**config.mk**
```make
export PLATFORM = sky130hd
export DESIGN_NAME = execute_ldst_responder
export DESIGN_NICKNAME = d
export VERILOG_FILES = /design/src/rtl/execute_ldst_responder_pkg.sv /design/src/rtl/execute_load_data_align.sv /design/src/rtl/execute_ldst_responder.sv
export SDC_FILE = /design/constraint.sdc
export NUM_CORES = 1
export LEC_CHECK = 0
export CORE_MARGIN = 1
export CORE_UTILIZATION = 25
export CTS_CLUSTER_SIZE = 14
export DETAILED_ROUTE_END_ITERATION = 7
export PLACE_DENSITY = 0.62
export SLEW_MARGIN = 10
export SYNTH_ARGS = -nofsm -noshare
export SYNTH_HDL_FRONTEND = slang
export SYNTH_SLANG_ARGS = --single-unit
```
**constraint.sdc**
```tcl
create_clock -name iCLOCK -period 1.6 [get_ports iCLOCK]
set_input_delay 0.32 -clock iCLOCK [delete_from_list [all_inputs] [get_ports iCLOCK]]
set_output_delay 0.32 -clock iCLOCK [all_outputs]
set_load 0.05 [all_outputs]
```
**src/rtl/execute_ldst_responder_pkg.sv**
```systemverilog
// Shared definitions for the load/store responder slice.
// Order codes follow the core-wide byte/half/word encoding.
package execute_ldst_responder_pkg;

    localparam logic [1:0] ORDER_BYTE = 2'd0;
    localparam logic [1:0] ORDER_HALF = 2'd1;
    localparam logic [1:0] ORDER_WORD = 2'd2;
    localparam logic [1:0] ORDER_BAD  = 2'd3;

    typedef struct packed {
        logic        rw;
        logic [31:0] addr;
        logic [31:0] data;
        logic [1:0]  order;
        logic [3:0]  mask;
        logic [1:0]  shift;
        logic [4:0]  dest;
    } ldst_req_t;

endpackage

```
**src/rtl/execute_load_data_align.sv**
```systemverilog
// Load lane extraction: picks the byte/half/word selected by order and
// shift out of the raw memory word and zero-extends it.
module execute_load_data_align
    import execute_ldst_responder_pkg::*;
(
    input  logic [1:0]  order_i,
    input  logic [1:0]  shift_i,
    input  logic [31:0] data_i,
    output logic [31:0] result_o
);

    logic [7:0]  byte_sel;
    logic [15:0] half_sel;

    // Lane select, then zero-extend according to the access order.
    always_comb begin
        byte_sel = data_i[7:0];
        unique case (shift_i)
            2'd1:    byte_sel = data_i[15:8];
            2'd2:    byte_sel = data_i[23:16];
            2'd3:    byte_sel = data_i[31:24];
            default: byte_sel = data_i[7:0];
        endcase
        half_sel = shift_i[1] ? data_i[31:16] : data_i[15:0];
        result_o = '0;
        unique case (order_i)
            ORDER_BYTE: result_o = {24'h0, byte_sel};
            ORDER_HALF: result_o = {16'h0, half_sel};
            ORDER_WORD: result_o = data_i;
            default:    result_o = '0;
        endcase
    end

endmodule

```
**src/rtl/execute_ldst_responder.sv**
```systemverilog
// Single-outstanding load/store sequencer between execute, the data
// memory port and writeback.
module execute_ldst_responder
    import execute_ldst_responder_pkg::*;
(
    input  logic        iCLOCK,
    input  logic        iRESET_SYNC,
    input  logic        iLDST_REQ,
    output logic        oLDST_BUSY,
    input  logic        iLDST_RW,
    input  logic [31:0] iLDST_ADDR,
    input  logic [31:0] iLDST_DATA,
    input  logic [1:0]  iLDST_ORDER,
    input  logic [3:0]  iLDST_MASK,
    input  logic [1:0]  iLOAD_SHIFT,
    input  logic [4:0]  iLDST_DEST,
    output logic        oDATAIO_REQ,
    input  logic        iDATAIO_BUSY,
    output logic        oDATAIO_RW,
    output logic [31:0] oDATAIO_ADDR,
    output logic [31:0] oDATAIO_DATA,
    output logic [1:0]  oDATAIO_ORDER,
    output logic [3:0]  oDATAIO_MASK,
    input  logic        iDATAIO_VALID,
    input  logic [31:0] iDATAIO_DATA,
    output logic        oOUT_VALID,
    input  logic        iWB_BUSY,
    output logic        oOUT_RW,
    output logic [31:0] oOUT_DATA,
    output logic [4:0]  oOUT_DEST,
    output logic        oOUT_ALIGN_ERR
);

    typedef enum logic [1:0] {
        ST_IDLE,
        ST_REQ,
        ST_WAIT,
        ST_DONE
    } state_t;

    state_t      state_q, state_d;
    ldst_req_t   req_q, req_d;
    logic [31:0] out_data_q, out_data_d;
    logic        err_q, err_d;
    logic [31:0] aligned;

    execute_load_data_align u_align (
        .order_i  (req_q.order),
        .shift_i  (req_q.shift),
        .data_i   (iDATAIO_DATA),
        .result_o (aligned)
    );

    // Next state: capture on accept, bypass memory for bad requests,
    // collect the response only while waiting for it.
    always_comb begin
        state_d    = state_q;
        req_d      = req_q;
        out_data_d = out_data_q;
        err_d      = err_q;
        unique case (state_q)
            ST_IDLE: begin
                if (iLDST_REQ) begin
                    req_d.rw    = iLDST_RW;
                    req_d.addr  = iLDST_ADDR;
                    req_d.data  = iLDST_DATA;
                    req_d.order = iLDST_ORDER;
                    req_d.mask  = iLDST_MASK;
                    req_d.shift = iLOAD_SHIFT;
                    req_d.dest  = iLDST_DEST;
                    out_data_d  = '0;
                    if (iLDST_MASK == 4'h0 || iLDST_ORDER == ORDER_BAD) begin
                        err_d   = 1'b1;
                        state_d = ST_DONE;
                    end else begin
                        err_d   = 1'b0;
                        state_d = ST_REQ;
                    end
                end
            end
            ST_REQ: begin
                if (!iDATAIO_BUSY) state_d = ST_WAIT;
            end
            ST_WAIT: begin
                if (iDATAIO_VALID) begin
                    out_data_d = req_q.rw ? 32'h0 : aligned;
                    state_d    = ST_DONE;
                end
            end
            ST_DONE: begin
                if (!iWB_BUSY) state_d = ST_IDLE;
            end
            default: state_d = ST_IDLE;
        endcase
    end

    // State and captured fields; reset wins over every other event.
    always_ff @(posedge iCLOCK) begin
        if (iRESET_SYNC) begin
            state_q    <= ST_IDLE;
            req_q      <= '0;
            out_data_q <= '0;
            err_q      <= 1'b0;
        end else begin
            state_q    <= state_d;
            req_q      <= req_d;
            out_data_q <= out_data_d;
            err_q      <= err_d;
        end
    end

    assign oLDST_BUSY     = (state_q != ST_IDLE);
    assign oDATAIO_REQ    = (state_q == ST_REQ);
    assign oDATAIO_RW     = req_q.rw;
    assign oDATAIO_ADDR   = req_q.addr;
    assign oDATAIO_DATA   = req_q.data;
    assign oDATAIO_ORDER  = req_q.order;
    assign oDATAIO_MASK   = req_q.mask;
    assign oOUT_VALID     = (state_q == ST_DONE);
    assign oOUT_RW        = req_q.rw;
    assign oOUT_DATA      = out_data_q;
    assign oOUT_DEST      = req_q.dest;
    assign oOUT_ALIGN_ERR = err_q;

endmodule

```
; ---- Yosys cells after proc, flatten, opt, wreduce, memory -nomap -nowiden
; Index checks and enable logic that the tools add are counted.
[op_classes]
n_eq_ne = 13
mux = 14
n_reduce_logical = 9
[op_table]
columns = op, n
row1 = two-way mux 32 bit, 3
row2 = case mux 32 bit (3 select lines), 1
row3 = case mux 32 bit (2 select lines), 1
row4 = case mux 8 bit (3 select lines), 1
row5 = two-way mux 16 bit, 1
row6 = "== test 2 bit, second input constant", 6
row7 = two-way mux 2 bit, 5
row8 = "inequality test 2 bit, second input constant", 4
row9 = case mux 2 bit (4 select lines), 1
row10 = "== test 2 x 1 -> 1 bit, second input constant", 3
row11 = logical NOT 2 bit, 2
row12 = logical NOT 4 bit, 1
row13 = AND reduction 4 bit, 1
row14 = nonzero test 2 bit, 2
row15 = AND reduction 3 bit, 1
row16 = AND reduction 2 bit, 1
row17 = logical OR 1 bit, 1
row18 = two-way mux 1 bit, 1
[totals]
ff_bits = 113
in_bits = 116
out_inout_bits = 113
wordCells = 46

; ---- Depth between registers and ports, before layout
; Gate-level depths: netlist of the first run.
[depth]
ltp_word = 6
depth_mapped = 8
mapped_depth_nobuf = 6

; ---- By module
; From an unflattened synthesis of the first run, not the netlist that was laid out.
[unflattened]
cells_unflattened = 690
area_unflattened_um2 = 5515.3
[by_module_without_submodules]
columns = mod, n_inst, cells_per_inst, area_each_um2, seq_area_each_um2
row1 = execute_ldst_responder, 1, 595, 4765.8, 2262.2
row2 = execute_load_data_align, 1, 95, 749.5, 0.0

; ---- Least setup slack after synthesis of the first run
; No wires, ideal clock.
[synth_path]
path_type = reg2reg
start = register state_q[0]
end = register out_data_q[7] (netlist: oOUT_DATA[7])
setup_time_ps = 128
t_arrival_ps = 1653
required_time_ps = 1472
setup_slack_ps = -181
stages_incl_launch_ff = 9
n_path_buf = 2
synth_period_minus_slack_ps = 1781
path_cell_list = dfxtp_1 -> inv_1 -> ha_1 -> nor2b_1 -> and4_1 -> buf_2 -> buf_6 -> a222oi_1 -> nor2_1
[synth_via]
elab_chain_len = 3
word_cells_on_any_way = 7
cone_classes = eq/ne (3) / mux (1) / reduce/logical (3)
[synth_lines]
columns = element, line
row1 = "start, declared", execute_ldst_responder.sv:41  ; state_t state_q, state_d;
row2 = "start signal, assigned", execute_ldst_responder.sv:105  ; state_q <= state_d;
row3 = == test 2 bit / logical NOT 2 bit (equally long branches), execute_ldst_responder.sv:61  ; unique case (state_q)
row4 = inequality test 2 bit (no source line) / nonzero test 2 bit (equally long branches), -
row5 = AND reduction 3 bit (no source line), -
row6 = "end signal, assigned", execute_ldst_responder.sv:107  ; out_data_q <= out_data_d;
row7 = "end, declared", execute_ldst_responder.sv:43  ; logic [31:0] out_data_q, out_data_d;
; Parallel ways exist; a longest one is shown, timed or not.
; A chain may end at the register's enable or synchronous reset.

; ---- Final worst setup path of the first run
[layout_path]
start = register state_q[1]
end = output port oLDST_BUSY
[layout_via]
elab_chain_len = 1
[layout_lines]
columns = element, line
row1 = nonzero test 2 bit, execute_ldst_responder.sv:112  ; assign oLDST_BUSY = (state_q != ST_IDLE);
row2 = "end, declared", execute_ldst_responder.sv:9  ; output logic oLDST_BUSY,
; No other way between the ends.

==> summary.txt, run 1 <==
Detailed routing
  – Vias: 4620
  – DR WL/cell: 14.70 µm
  – ANT nets after route: 0
  – Post-Route WL: 15620 µm
  – # DRC: 0
  – DRT Pass-1 Iters: 5
  – Initial DRC count: 215
  – Vias per inst: 4.350

Pwr
  – VDD IR max: 0.0007956 V
  – Leakage power: 3.249 nW
  – Seq pwr share: 26.9%
  – Combinational Power Share: 42.9%
  – Total power: 12.94 mW
  – Sw Share: 37.81%
  – Pint: 8.044 mW
  – Sw Pwr: 4.891 mW
  – PwrDens: 1620 nW/µm²
  – Clk network pwr share: 30.3%

Synthesis
  – Synthesized flop and latch total: 113
  – Post-Syn Instances: 598
  – Distinct cells, synth: 33
  – Register area share after synthesis: 45.87%
  – Synth async-reset ratio: 0%
  – Top_reg_cell synth: dfxtp_1
  – Avg Synthesized Cell Area: 8.248 µm²
  – Synth top area cells: dfxtp_1 (46%), nand2_1 (12%), buf_4 (12%), a21oi_1 (8.5%), a22oi_1 (3.8%)
  – EDFF count, synth: 0
  – Yosys warns: 0
  – Mapped Area: 4932 µm²
  – Synth area leader: dfxtp_1
  – Synth top area share: 45.87%
  – Mapped Nets: 719

Timing
  – Min Tclk post-route: 1.611 ns
  – Peak Freq: 620.8 MHz
  – Min Hold Slack: 0.2826 ns
  – Total negative slack: -0.01087 ns
  – Final setup violation count: 1
  – Final worst setup slack: -0.01087 ns
  – Slew headroom: 77.67%
  – Period utilization: 100.7%
  – RSZ-0062 raised after global routing: yes
  – Worst Clk Skew: 0.005118 ns
  – Final Hold Fails: 0
  – Final Max Tran Viols: 0
  – Worst-Margin Slew: 0.3349 ns

Finish
  – Final core utilization: 41.17%
  – # fillers: 2004
  – ANT cells: 0
  – Final nets: 905
  – Final instance area: 7986 µm²
  – Syn-to-layout area delta: 61.92%
  – Ratio of cells with drive above 1 in the final layout: 28.73%
  – Finished Layout Cells: 1062

Die
  – Initial Utilization: 25.43%
  – Die ar.: 20290 µm²
  – Core Box Area: 19400 µm²
  – Die X-Extent: 142.5 µm
  – Die height: 142.5 µm
  – # rows: 51
  – IO Pins: 229

Clocking
  – Hold Buf Count CTS: 0
  – Clock sinks: 113
  – CTS tree: done
  – Clk slew on worst S/H paths: 0.06 ns
  – Num CTS Buffers: 17
  – CTS root buffer: clkbuf_16
  – Htree depth: 4
  – Max clock buf depth: 2
  – Clk Latency, worst-skew pair: 0.41 ns

Setup path
  – Crit start category: flip-flop
  – Peak fanout along the critical path: 4
  – CP Capture Type: output port
  – Req. time, crit path: 1.28 ns
  – FF-to-FF setup slack: 0.02 ns
  – Critical path class: flip-flop to output port
  – Critical Path AT: 1.29 ns

Worst hold path
  – Hold Path Class: primary input to flip-flop

GRT
  – First-pass GRT wire length: 23210 µm
  – Vias in the first global route: 4335
  – Initial antenna violation count: 2
  – Largest net degree at the start of global routing: 37
  – Grt ovf: 0
  – Total Routing Usage GR: 15.09%

Run status
  – Status: finished, violations left
  – Violated checks: setup timing

Place
  – Post-DP Area: 7211 µm²
  – Placed Instances: 1023
  – PortBufs: 228
  – Placer Congestion: 0.8229
  – Hpwl dp: 10920 µm
  – Placement Setup Slack: -0.3284 ns

Flow run
  – Max_cap viols: 0
## critical path, stage by stage, from the launching register on
cell     delay, ns
dfxtp_4       0.38
inv_4         0.05
ha_4          0.16
buf_6         0.12
inv_4         0.05
buf_12        0.12
## synth_stat cells, types with 7 or more instances
master    count
a21oi_1      84
a222oi_1      7
a22oi_1      25
buf_4        76
clkbuf_1     34
dfxtp_1     113
mux2i_1      14
nand2_1     160
nor2_1       30
## cell type report
class                           instances  area [µm²]  area share [%]
Multi-Input combinational cell        364        2007           25.13
Clock buffer                           21       470.5           5.891
Timing Repair Buffer                  285        2748           34.40
Inverter                                3       21.27          0.2663
Clock inverter                         11       135.1           1.692
Tap cell                              265       331.6           4.152
Sequential cell                       113        2273           28.47
## what timing repair did
item / CTS / global route
setup buffers: 1 / 5
endpoints found under the hold margin: 0 / 0
gates resized for setup: 15 / 15
cloned: 0 / 3
pin swaps: 3 / 8
setup endpoints to repair: 14 / 40
## metal layers
metal / GRT usage, % / up-vias / part of all wire (%)
li1: - / 2296 / -
met1: 18.30 / 2116 / 42
met3: 6.292 / 22 / 9.3
met2: 23.66 / 182 / 46
met4: 5.716 / 4 / 1.9
met5: 0 / - / 0.15
## final timing paths
path | from | end | depth (start not counted)
worst min-delay path | iRESET_SYNC | oOUT_DATA[1] | 2
worst max register to register | state_q[0] | oOUT_DATA[1] | 9
worst min register to register | oDATAIO_ADDR[29] | oDATAIO_ADDR[29] | 2
worst max-delay path | state_q[1] | oLDST_BUSY | 5
## placed cells by master, fill, tap and decap left out, drive strengths merged, types with 2 or more instances in the layout
| cell | Yosys | final |
|---|---|---|
| ha | 5 | 5 |
| o2bb2ai | 5 | 5 |
| clkinvlp | 0 | 2 |
| clkbuf | 34 | 22 |
| nand2b | 3 | 3 |
| a21oi | 84 | 84 |
| nand2 | 160 | 160 |
| a222oi | 7 | 7 |
| nand3 | 5 | 5 |
| nor2b | 5 | 5 |
| dfxtp | 113 | 113 |
| inv | 3 | 3 |
| mux2 | 7 | 7 |
| mux2i | 14 | 14 |
| a22oi | 25 | 25 |
| and2 | 2 | 2 |
| nor2 | 30 | 30 |
| clkinv | 0 | 6 |
| bufinv | 0 | 3 |
| buf | 84 | 170 |
| clkdlybuf4s50 | 0 | 114 |
## cell families after synthesis
| kind of cell | count (synthesis) | share of synthesized area (%) |
|---|---|---|
| buffers and inverters | 121 | 15.42 |
| AND/OR/NAND/NOR | 211 | 17.12 |
| flip-flops | 113 | 45.87 |
| AO/OA/AOI/OAI | 126 | 15.42 |
| multiplexers | 22 | 4.896 |
| adder cells (fa/ha/maj) | 5 | 1.268 |
## state kept, by name, summed over array words and instances (netlist names), 2 cells and up
| register | cells |
|---|---|
| oDATAIO_ADDR | 32 |
| oDATAIO_DATA | 32 |
| oOUT_DATA | 32 |
| oOUT_DEST | 5 |
| oDATAIO_MASK | 4 |
| oDATAIO_ORDER | 2 |
| req_q | 2 |
| state_q | 2 |
## power groups by stage
stage	logic, mW	registers (mW)	clock network, mW
2_1_floorplan	3.34	3.57	0
3_3_place_gp	5.07	3.49	0
6_report	5.55	3.48	3.91
3_5_place_dp	5.08	3.51	0
5_1_grt	5.90	3.53	4.17
4_1_cts	5.18	3.47	4.04
Note: power is estimated with default switching activity, not from simulation.
==> run 2, diff against run 1 <==
CAP_MARGIN = 20   (was unset)
==> results of run 2 <==
Final layout, timing and power as in run 1 (identical DEF).
